**src/rtl/mem_arbiter_pkg.sv**
```systemverilog
// Shared types and default geometry for the two-port to burst-memory arbiter.
package arb_types;
    typedef enum logic [2:0] {IDLE, I_RD, D_RD, D_WR, DONE} arb_state_t;

    localparam int unsigned ADDR_WIDTH_DEF = 32;
    localparam int unsigned LINE_WIDTH_DEF = 256;
    localparam int unsigned BEAT_WIDTH_DEF = 64;
    localparam int unsigned NBEATS         = LINE_WIDTH_DEF / BEAT_WIDTH_DEF;
    localparam int unsigned OFFSET_BITS    = $clog2(LINE_WIDTH_DEF / 8);
endpackage

```
**src/rtl/mem_arbiter_if.sv**
```systemverilog
// Cache-side request/response ports plus the physical burst port, bundled.
interface mem_arbiter_if import arb_types::*; #(
    parameter int unsigned ADDR_WIDTH = ADDR_WIDTH_DEF,
    parameter int unsigned LINE_WIDTH = LINE_WIDTH_DEF,
    parameter int unsigned BEAT_WIDTH = BEAT_WIDTH_DEF
);
    logic                  i_read;
    logic [ADDR_WIDTH-1:0] i_address;
    logic [LINE_WIDTH-1:0] i_rdata;
    logic                  i_resp;
    logic                  d_read;
    logic                  d_write;
    logic [ADDR_WIDTH-1:0] d_address;
    logic [LINE_WIDTH-1:0] d_wdata;
    logic [LINE_WIDTH-1:0] d_rdata;
    logic                  d_resp;
    logic                  pmem_read;
    logic                  pmem_write;
    logic [ADDR_WIDTH-1:0] pmem_address;
    logic [BEAT_WIDTH-1:0] pmem_wdata;
    logic [BEAT_WIDTH-1:0] pmem_rdata;
    logic                  pmem_resp;

    // Arbiter side
    modport slave (
        input  i_read, i_address, d_read, d_write, d_address, d_wdata, pmem_rdata, pmem_resp,
        output i_rdata, i_resp, d_rdata, d_resp, pmem_read, pmem_write, pmem_address, pmem_wdata
    );
    // Caches + memory side
    modport master (
        output i_read, i_address, d_read, d_write, d_address, d_wdata, pmem_rdata, pmem_resp,
        input  i_rdata, i_resp, d_rdata, d_resp, pmem_read, pmem_write, pmem_address, pmem_wdata
    );
endinterface

```
**src/rtl/mem_arbiter_burst_line_buffer.sv**
```systemverilog
// Line buffer with beat counter: gathers read beats, serves write beats.
module burst_line_buffer import arb_types::*; #(
    parameter int unsigned LINE_WIDTH = LINE_WIDTH_DEF,
    parameter int unsigned BEAT_WIDTH = BEAT_WIDTH_DEF
) (
    input  logic                  clk,
    input  logic                  rst,
    input  logic                  clear_i,
    input  logic                  load_i,
    input  logic [LINE_WIDTH-1:0] line_i,
    input  logic                  beat_en_i,
    input  logic                  wr_mode_i,
    input  logic [BEAT_WIDTH-1:0] rdata_i,
    output logic [LINE_WIDTH-1:0] line_o,
    output logic [BEAT_WIDTH-1:0] wbeat_o,
    output logic                  last_beat_o
);
    localparam int unsigned NB = LINE_WIDTH / BEAT_WIDTH;
    localparam int unsigned CW = (NB > 1) ? $clog2(NB) : 1;

    logic [CW-1:0]         cnt_q, cnt_d;
    logic [LINE_WIDTH-1:0] buf_q, buf_d;

    always_comb begin
        cnt_d = cnt_q;
        buf_d = buf_q;
        if (clear_i) begin
            cnt_d = '0;
            if (load_i) buf_d = line_i;
        end else if (beat_en_i) begin
            cnt_d = cnt_q + 1'b1;
            if (!wr_mode_i) buf_d[cnt_q*BEAT_WIDTH +: BEAT_WIDTH] = rdata_i;
        end
    end

    always_ff @(posedge clk) begin
        if (rst) begin
            cnt_q <= '0;
            buf_q <= '0;
        end else begin
            cnt_q <= cnt_d;
            buf_q <= buf_d;
        end
    end

    assign line_o      = buf_q;
    assign wbeat_o     = buf_q[cnt_q*BEAT_WIDTH +: BEAT_WIDTH];
    assign last_beat_o = (cnt_q == CW'(NB - 1));
endmodule

```
**src/rtl/mem_arbiter.sv**
```systemverilog
// Serializes I-cache and D-cache line requests onto one burst memory port.
// MEM_ARBITER_RR_EN selects round-robin grant instead of data-first priority.
module mem_arbiter import arb_types::*; #(
    parameter int unsigned ADDR_WIDTH = ADDR_WIDTH_DEF,
    parameter int unsigned LINE_WIDTH = LINE_WIDTH_DEF,
    parameter int unsigned BEAT_WIDTH = BEAT_WIDTH_DEF
) (
    input logic           clk,
    input logic           rst,
    mem_arbiter_if.slave  bus
);
    localparam int unsigned OFF = $clog2(LINE_WIDTH / 8);

    arb_state_t            state_q, state_d;
    logic [ADDR_WIDTH-1:0] addr_q, addr_d;
    logic                  rd_q, wr_q, i_resp_q, d_resp_q;
    logic                  grant, beat_en, last_beat, d_req, pick_d;
    logic [LINE_WIDTH-1:0] line;
    logic [BEAT_WIDTH-1:0] wbeat;

    assign d_req = bus.d_read | bus.d_write;

`ifdef MEM_ARBITER_RR_EN
    logic last_d_q;  // 1: data side held the most recent grant
    assign pick_d = d_req && (!bus.i_read || !last_d_q);

    always_ff @(posedge clk) begin
        if (rst)        last_d_q <= 1'b0;
        else if (grant) last_d_q <= pick_d;
    end
`else
    assign pick_d = d_req;
`endif

    always_comb begin
        state_d = state_q;
        addr_d  = addr_q;
        case (state_q)
            IDLE: begin
                if (pick_d) begin
                    state_d = bus.d_write ? D_WR : D_RD;
                    addr_d  = {bus.d_address[ADDR_WIDTH-1:OFF], {OFF{1'b0}}};
                end else if (bus.i_read) begin
                    state_d = I_RD;
                    addr_d  = {bus.i_address[ADDR_WIDTH-1:OFF], {OFF{1'b0}}};
                end
            end
            I_RD, D_RD, D_WR: if (bus.pmem_resp && last_beat) state_d = DONE;
            DONE:    state_d = IDLE;
            default: state_d = IDLE;
        endcase
    end

    assign grant   = (state_q == IDLE) && (state_d != IDLE);
    assign beat_en = bus.pmem_resp && (state_q inside {I_RD, D_RD, D_WR});

    always_ff @(posedge clk) begin
        if (rst) begin
            state_q  <= IDLE;
            addr_q   <= '0;
            rd_q     <= 1'b0;
            wr_q     <= 1'b0;
            i_resp_q <= 1'b0;
            d_resp_q <= 1'b0;
        end else begin
            state_q  <= state_d;
            addr_q   <= addr_d;
            rd_q     <= (state_d == I_RD) || (state_d == D_RD);
            wr_q     <= (state_d == D_WR);
            i_resp_q <= (state_q == I_RD) && (state_d == DONE);
            d_resp_q <= (state_q inside {D_RD, D_WR}) && (state_d == DONE);
        end
    end

    burst_line_buffer #(.LINE_WIDTH(LINE_WIDTH), .BEAT_WIDTH(BEAT_WIDTH)) u_buf (
        .clk        (clk),
        .rst        (rst),
        .clear_i    (grant),
        .load_i     (state_d == D_WR),
        .line_i     (bus.d_wdata),
        .beat_en_i  (beat_en),
        .wr_mode_i  (state_q == D_WR),
        .rdata_i    (bus.pmem_rdata),
        .line_o     (line),
        .wbeat_o    (wbeat),
        .last_beat_o(last_beat)
    );

    assign bus.i_rdata      = line;
    assign bus.d_rdata      = line;
    assign bus.i_resp       = i_resp_q;
    assign bus.d_resp       = d_resp_q;
    assign bus.pmem_read    = rd_q;
    assign bus.pmem_write   = wr_q;
    assign bus.pmem_address = addr_q;
    assign bus.pmem_wdata   = wbeat;
endmodule
```
**src/flat_wrapper.sv**
```systemverilog
// flat-port wrapper written by rule: the top's interface ports become plain ports
module mem_arbiter_flat import arb_types::*;
#(
    parameter int unsigned ADDR_WIDTH = ADDR_WIDTH_DEF,
    parameter int unsigned LINE_WIDTH = LINE_WIDTH_DEF,
    parameter int unsigned BEAT_WIDTH = BEAT_WIDTH_DEF
)
  (clk, rst, bus_i_read, bus_i_address, bus_d_read, bus_d_write, bus_d_address, bus_d_wdata, bus_pmem_rdata, bus_pmem_resp, bus_i_rdata, bus_i_resp, bus_d_rdata, bus_d_resp, bus_pmem_read, bus_pmem_write, bus_pmem_address, bus_pmem_wdata);
  mem_arbiter_if #(.ADDR_WIDTH(ADDR_WIDTH), .LINE_WIDTH(LINE_WIDTH), .BEAT_WIDTH(BEAT_WIDTH)) bus_i ();
  input logic clk;
  input logic rst;
  input wire logic [$bits(bus_i.i_read)-1:0] bus_i_read;
  input wire logic [$bits(bus_i.i_address)-1:0] bus_i_address;
  input wire logic [$bits(bus_i.d_read)-1:0] bus_d_read;
  input wire logic [$bits(bus_i.d_write)-1:0] bus_d_write;
  input wire logic [$bits(bus_i.d_address)-1:0] bus_d_address;
  input wire logic [$bits(bus_i.d_wdata)-1:0] bus_d_wdata;
  input wire logic [$bits(bus_i.pmem_rdata)-1:0] bus_pmem_rdata;
  input wire logic [$bits(bus_i.pmem_resp)-1:0] bus_pmem_resp;
  output wire logic [$bits(bus_i.i_rdata)-1:0] bus_i_rdata;
  output wire logic [$bits(bus_i.i_resp)-1:0] bus_i_resp;
  output wire logic [$bits(bus_i.d_rdata)-1:0] bus_d_rdata;
  output wire logic [$bits(bus_i.d_resp)-1:0] bus_d_resp;
  output wire logic [$bits(bus_i.pmem_read)-1:0] bus_pmem_read;
  output wire logic [$bits(bus_i.pmem_write)-1:0] bus_pmem_write;
  output wire logic [$bits(bus_i.pmem_address)-1:0] bus_pmem_address;
  output wire logic [$bits(bus_i.pmem_wdata)-1:0] bus_pmem_wdata;
  assign bus_i.i_read = bus_i_read;
  assign bus_i.i_address = bus_i_address;
  assign bus_i.d_read = bus_d_read;
  assign bus_i.d_write = bus_d_write;
  assign bus_i.d_address = bus_d_address;
  assign bus_i.d_wdata = bus_d_wdata;
  assign bus_i.pmem_rdata = bus_pmem_rdata;
  assign bus_i.pmem_resp = bus_pmem_resp;
  assign bus_i_rdata = bus_i.i_rdata;
  assign bus_i_resp = bus_i.i_resp;
  assign bus_d_rdata = bus_i.d_rdata;
  assign bus_d_resp = bus_i.d_resp;
  assign bus_pmem_read = bus_i.pmem_read;
  assign bus_pmem_write = bus_i.pmem_write;
  assign bus_pmem_address = bus_i.pmem_address;
  assign bus_pmem_wdata = bus_i.pmem_wdata;
  mem_arbiter #(.ADDR_WIDTH(ADDR_WIDTH), .LINE_WIDTH(LINE_WIDTH), .BEAT_WIDTH(BEAT_WIDTH)) u_core (.clk(clk), .rst(rst), .bus(bus_i));
endmodule
```
**config.mk**
```make
export PLATFORM = sky130hd
export DESIGN_NAME = mem_arbiter_flat
export DESIGN_NICKNAME = d
export VERILOG_FILES = /design/src/rtl/mem_arbiter_pkg.sv /design/src/rtl/mem_arbiter_if.sv /design/src/rtl/mem_arbiter_burst_line_buffer.sv /design/src/rtl/mem_arbiter.sv /design/src/flat_wrapper.sv
export SDC_FILE = /design/constraint.sdc
export NUM_CORES = 1
export LEC_CHECK = 0
export ABC_AREA = 1
export BUFFER_PORTS_ARGS = -buffer_cell sky130_fd_sc_hd__buf_2
export CAP_MARGIN = 20
export CORE_AREA = 2 2 387 389
export DETAILED_ROUTE_END_ITERATION = 12
export DIE_AREA = 0 0 389 391
export PLACE_DENSITY = 0.32
export SYNTH_ARGS = -nofsm -noshare
export SYNTH_HDL_FRONTEND = slang
export SYNTH_SLANG_ARGS = --single-unit
```
**constraint.sdc**
```tcl
create_clock -name clk -period 3.4 [get_ports clk]
set_input_delay 0.17 -clock clk [delete_from_list [all_inputs] [get_ports clk]]
set_output_delay 0.17 -clock clk [all_outputs]
set_load 0.005 [all_outputs]
```
==> flow_summary.toml <==
[floorplan]
initial_core_util_pct = 13.5
ios = 1002
std_cell_rows = 142
dieArea_um2 = 152000
die_h_um = 391
core-area_um2 = 149000
dieWidth_um = 389

[route]
antenna_left = 0
wl_um = 122000
drtIter0Drc = 1540
drc_errors = 0
routedWlPerCell_um = 18.7
drt_pre_antenna_iters = 5
via_per_inst = 3.83
vias = 25000

[sta]
final-hold-violation-count = 0
max_freq_ghz = 0.328
finalSetupTns_ns = 0
setup_violations = 0
fin_skew_ns = 0.0285
rsz0062_at_grt = "false"
worstMarginPinSlew_ns = 0.988
period_needed_ns = 3.05
relSlewSlack_pct = 34.1
slew_violations = 0
fin_crit_sh_pct = 89.7

[clocking]
cts_setup_buffers = 0
cts_tree = "built"
htree_levels = 2
clk_pin_slew_ns = 0.06
clk_latency_ns = 0.62
clock-sinks = 292
root_buffer = "clkbuf_16"
cts_buffers = 45
cts_buffer_depth = 3

[synthesis]
yosysWarnings = 0
synth_seq_cells = 292
syn_area_um2 = 20000
syn_inst = 3518
ys_types = 30
avgSynthCellArea_um2 = 5.69
synth_seq_area_share_pct = 29.2

[power_and_ir_drop]
pwr-share-seq_pct = 29.9
power_switching_share_pct = 41.5
power.density_nw_per_um2 = 548
power_frac_clock_pct = 29.0
switching_power_mw = 7.06
p_int_mw = 9.94
p_leak_nw = 17.5
p_comb_share_pct = 41.1
total_power_mw = 17.0
ir_drop_v = 0.000380

[finish]
drive_gt1_share_pct = 24.8
final_common_cell = "nand2_1"
fin_util_pct = 20.9
nets = 4935
area_growth_pct = 54.9
layout_common_cells = "1188 x nand2_1, 986 x buf_2, 458 x nor2_1"

[critical_path]
cp-end-kind = "register"
crit_type = "reg2reg"
start_kind = "register"
critPathRequiredTime_ns = 3.94
arrival_ns = 3.59
rr_worst_depth = 10
critical_path.max_fanout = 65

[min_path]
hold_depth = 5
hold_path_class = "in2reg"

[place]
detailedPlacementHpwl_um = 88700
gp_congestion = 0.830
portBuffers = 986

[global_route]
first_global_vias = 24200
grt_use_total_pct = 15.4
globalRouteOverflowTotal = 0
grt_pass1_wl_um = 172000
antenna_found_initial = 21
grt_max_degree = 113

[outcome]
outcome = "finished clean"

[job]
max_cap_violations = 0
-- final cells by class --
cell class	count	area, µm²
Antenna cell	12	30.0
Inverter	456	1740
Tap cell	1944	2430
Clock inverter	10	126
Clock buffer	73	1390
Sequential cell	292	5850
Fill cell	17300	118000
Timing Repair Buffer	1465	9810
Multi-Input combinational cell	2280	9650
-- cell families (layout without fill, tap and decap cells) --
| logic type | count (synthesis) | in the layout | synth area share [%] |
|---|---|---|---|
| AO/OA/AOI/OAI | 473 | 473 | 12.1 |
| AND/OR/NAND/NOR | 1796 | 1796 | 35.1 |
| flip-flops | 292 | 292 | 29.2 |
| other | 1 | 17 | 0.0187 |
| XOR/XNOR | 1 | 1 | 0.0437 |
| buffers and inverters | 950 | 2004 | 23.3 |
| adder cells (fa/ha/maj) | 5 | 5 | 0.312 |
-- synthesized netlist by cell type --
| cell | n | area (µm²) |
|---|---|---|
| nand2_1 | 1189 | 4460 |
| nor2_1 | 460 | 1730 |
| inv_1 | 451 | 1690 |
| dfxtp_1 | 292 | 5850 |
| buf_4 | 269 | 2020 |
| o21ai_0 | 246 | 1230 |
| a21oi_1 | 194 | 971 |
| clkbuf_1 | 154 | 578 |
| nand3_1 | 72 | 360 |
| nand4_1 | 63 | 394 |
| buf_2 | 39 | 195 |
| a31oi_1 | 27 | 169 |
| buf_1 | 26 | 97.6 |
| buf_6 | 6 | 67.6 |
| ha_1 | 5 | 62.6 |
| inv_2 | 4 | 15.0 |
| o31ai_1 | 4 | 30.0 |
| nor3_1 | 3 | 15.0 |
| nor3_2 | 2 | 20.0 |
| or2_2 | 2 | 12.5 |
| a21boi_2 | 1 | 11.3 |
| and3_1 | 1 | 6.26 |
| clkinv_1 | 1 | 3.75 |
| conb_1 | 1 | 3.75 |
| nand2_2 | 1 | 6.26 |
| nand3b_1 | 1 | 7.51 |
| nor4_1 | 1 | 6.26 |
| o21ai_1 | 1 | 5.00 |
| or2_1 | 1 | 6.26 |
| xor2_1 | 1 | 8.76 |
-- layer usage --
| layer | wire [µm] | global-route usage, % | up-vias |
|---|---|---|---|
| met2 | 57900 | 26.2 | 822 |
| met3 | 6060 | 2.05 | 162 |
| met5 | 41 | 0 | - |
| met1 | 54500 | 19.9 | 11600 |
| li1 | - | - | 12500 |
| met4 | 3870 | 5.27 | 6 |
-- final timing paths --
check	start	endpoint	slack [ns]
max reg2reg	u_core.state_q[0]	u_core.u_buf.line_o[126]	0.35
max	u_core.state_q[0]	u_core.u_buf.line_o[126]	0.35
min	bus_d_wdata[15]	u_core.u_buf.line_o[15]	0.05
min reg2reg	u_core.u_buf.line_o[249]	u_core.u_buf.line_o[249]	0.54
-- power by group through the flow --
stage / clock, mW / combinational [mW] / sequential [mW]
after floorplan: 0 / 3.98 / 4.75
final: 4.93 / 6.99 / 5.08
after CTS: 5.15 / 7.13 / 5.12
after global routing: 5.25 / 7.88 / 5.18
after global placement: 0 / 6.48 / 5.17
after detailed placement: 0 / 6.45 / 5.19
-- stage by stage --
stage / hold WS (ns) / cell area [µm²] / setup WS, ns / cells
2_1_floorplan: 0.332 / 20000 / 0.623 / 3522
3_3_place_gp: 0.443 / 25200 / 0.605 / 6014
3_5_place_dp: 0.444 / 25200 / 0.612 / 6014
4_1_cts: 0.000121 / 31000 / 0.246 / 6520
5_1_grt: 0.0329 / 31000 / 0.0114 / 6531
6_report: 0.0460 / 31000 / 0.350 / 6532
-- critical path, cell delays in order (launching register included) --
cell	delay (ns)
dfxtp_1	0.36
nor3_2	0.42
nand2_8	0.16
inv_8	0.23
buf_12	0.27
buf_4	0.51
nand2_1	0.10
nand2_1	0.10
dlygate4sd3_1	0.57
nor2_1	0.05
nor2_1	0.10
-- flip-flops by register name, indices dropped and copies added, names as in the netlist --
register and cells:
u_core.u_buf.cnt_q 2, u_core.bus.pmem_write 1, u_core.bus.d_resp 1, u_core.bus.pmem_read 1, u_core.state_q 3, u_core.bus.pmem_address 27, u_core.u_buf.line_o 256, u_core.bus.i_resp 1
-- repair_timing --
action | 4_1_cts | 5_1_grt
hold endpoints to repair | 286 | 0
resized for setup | 0 | 0
hold buffers | 423 | 0
Power figures use the tool's default switching activity.
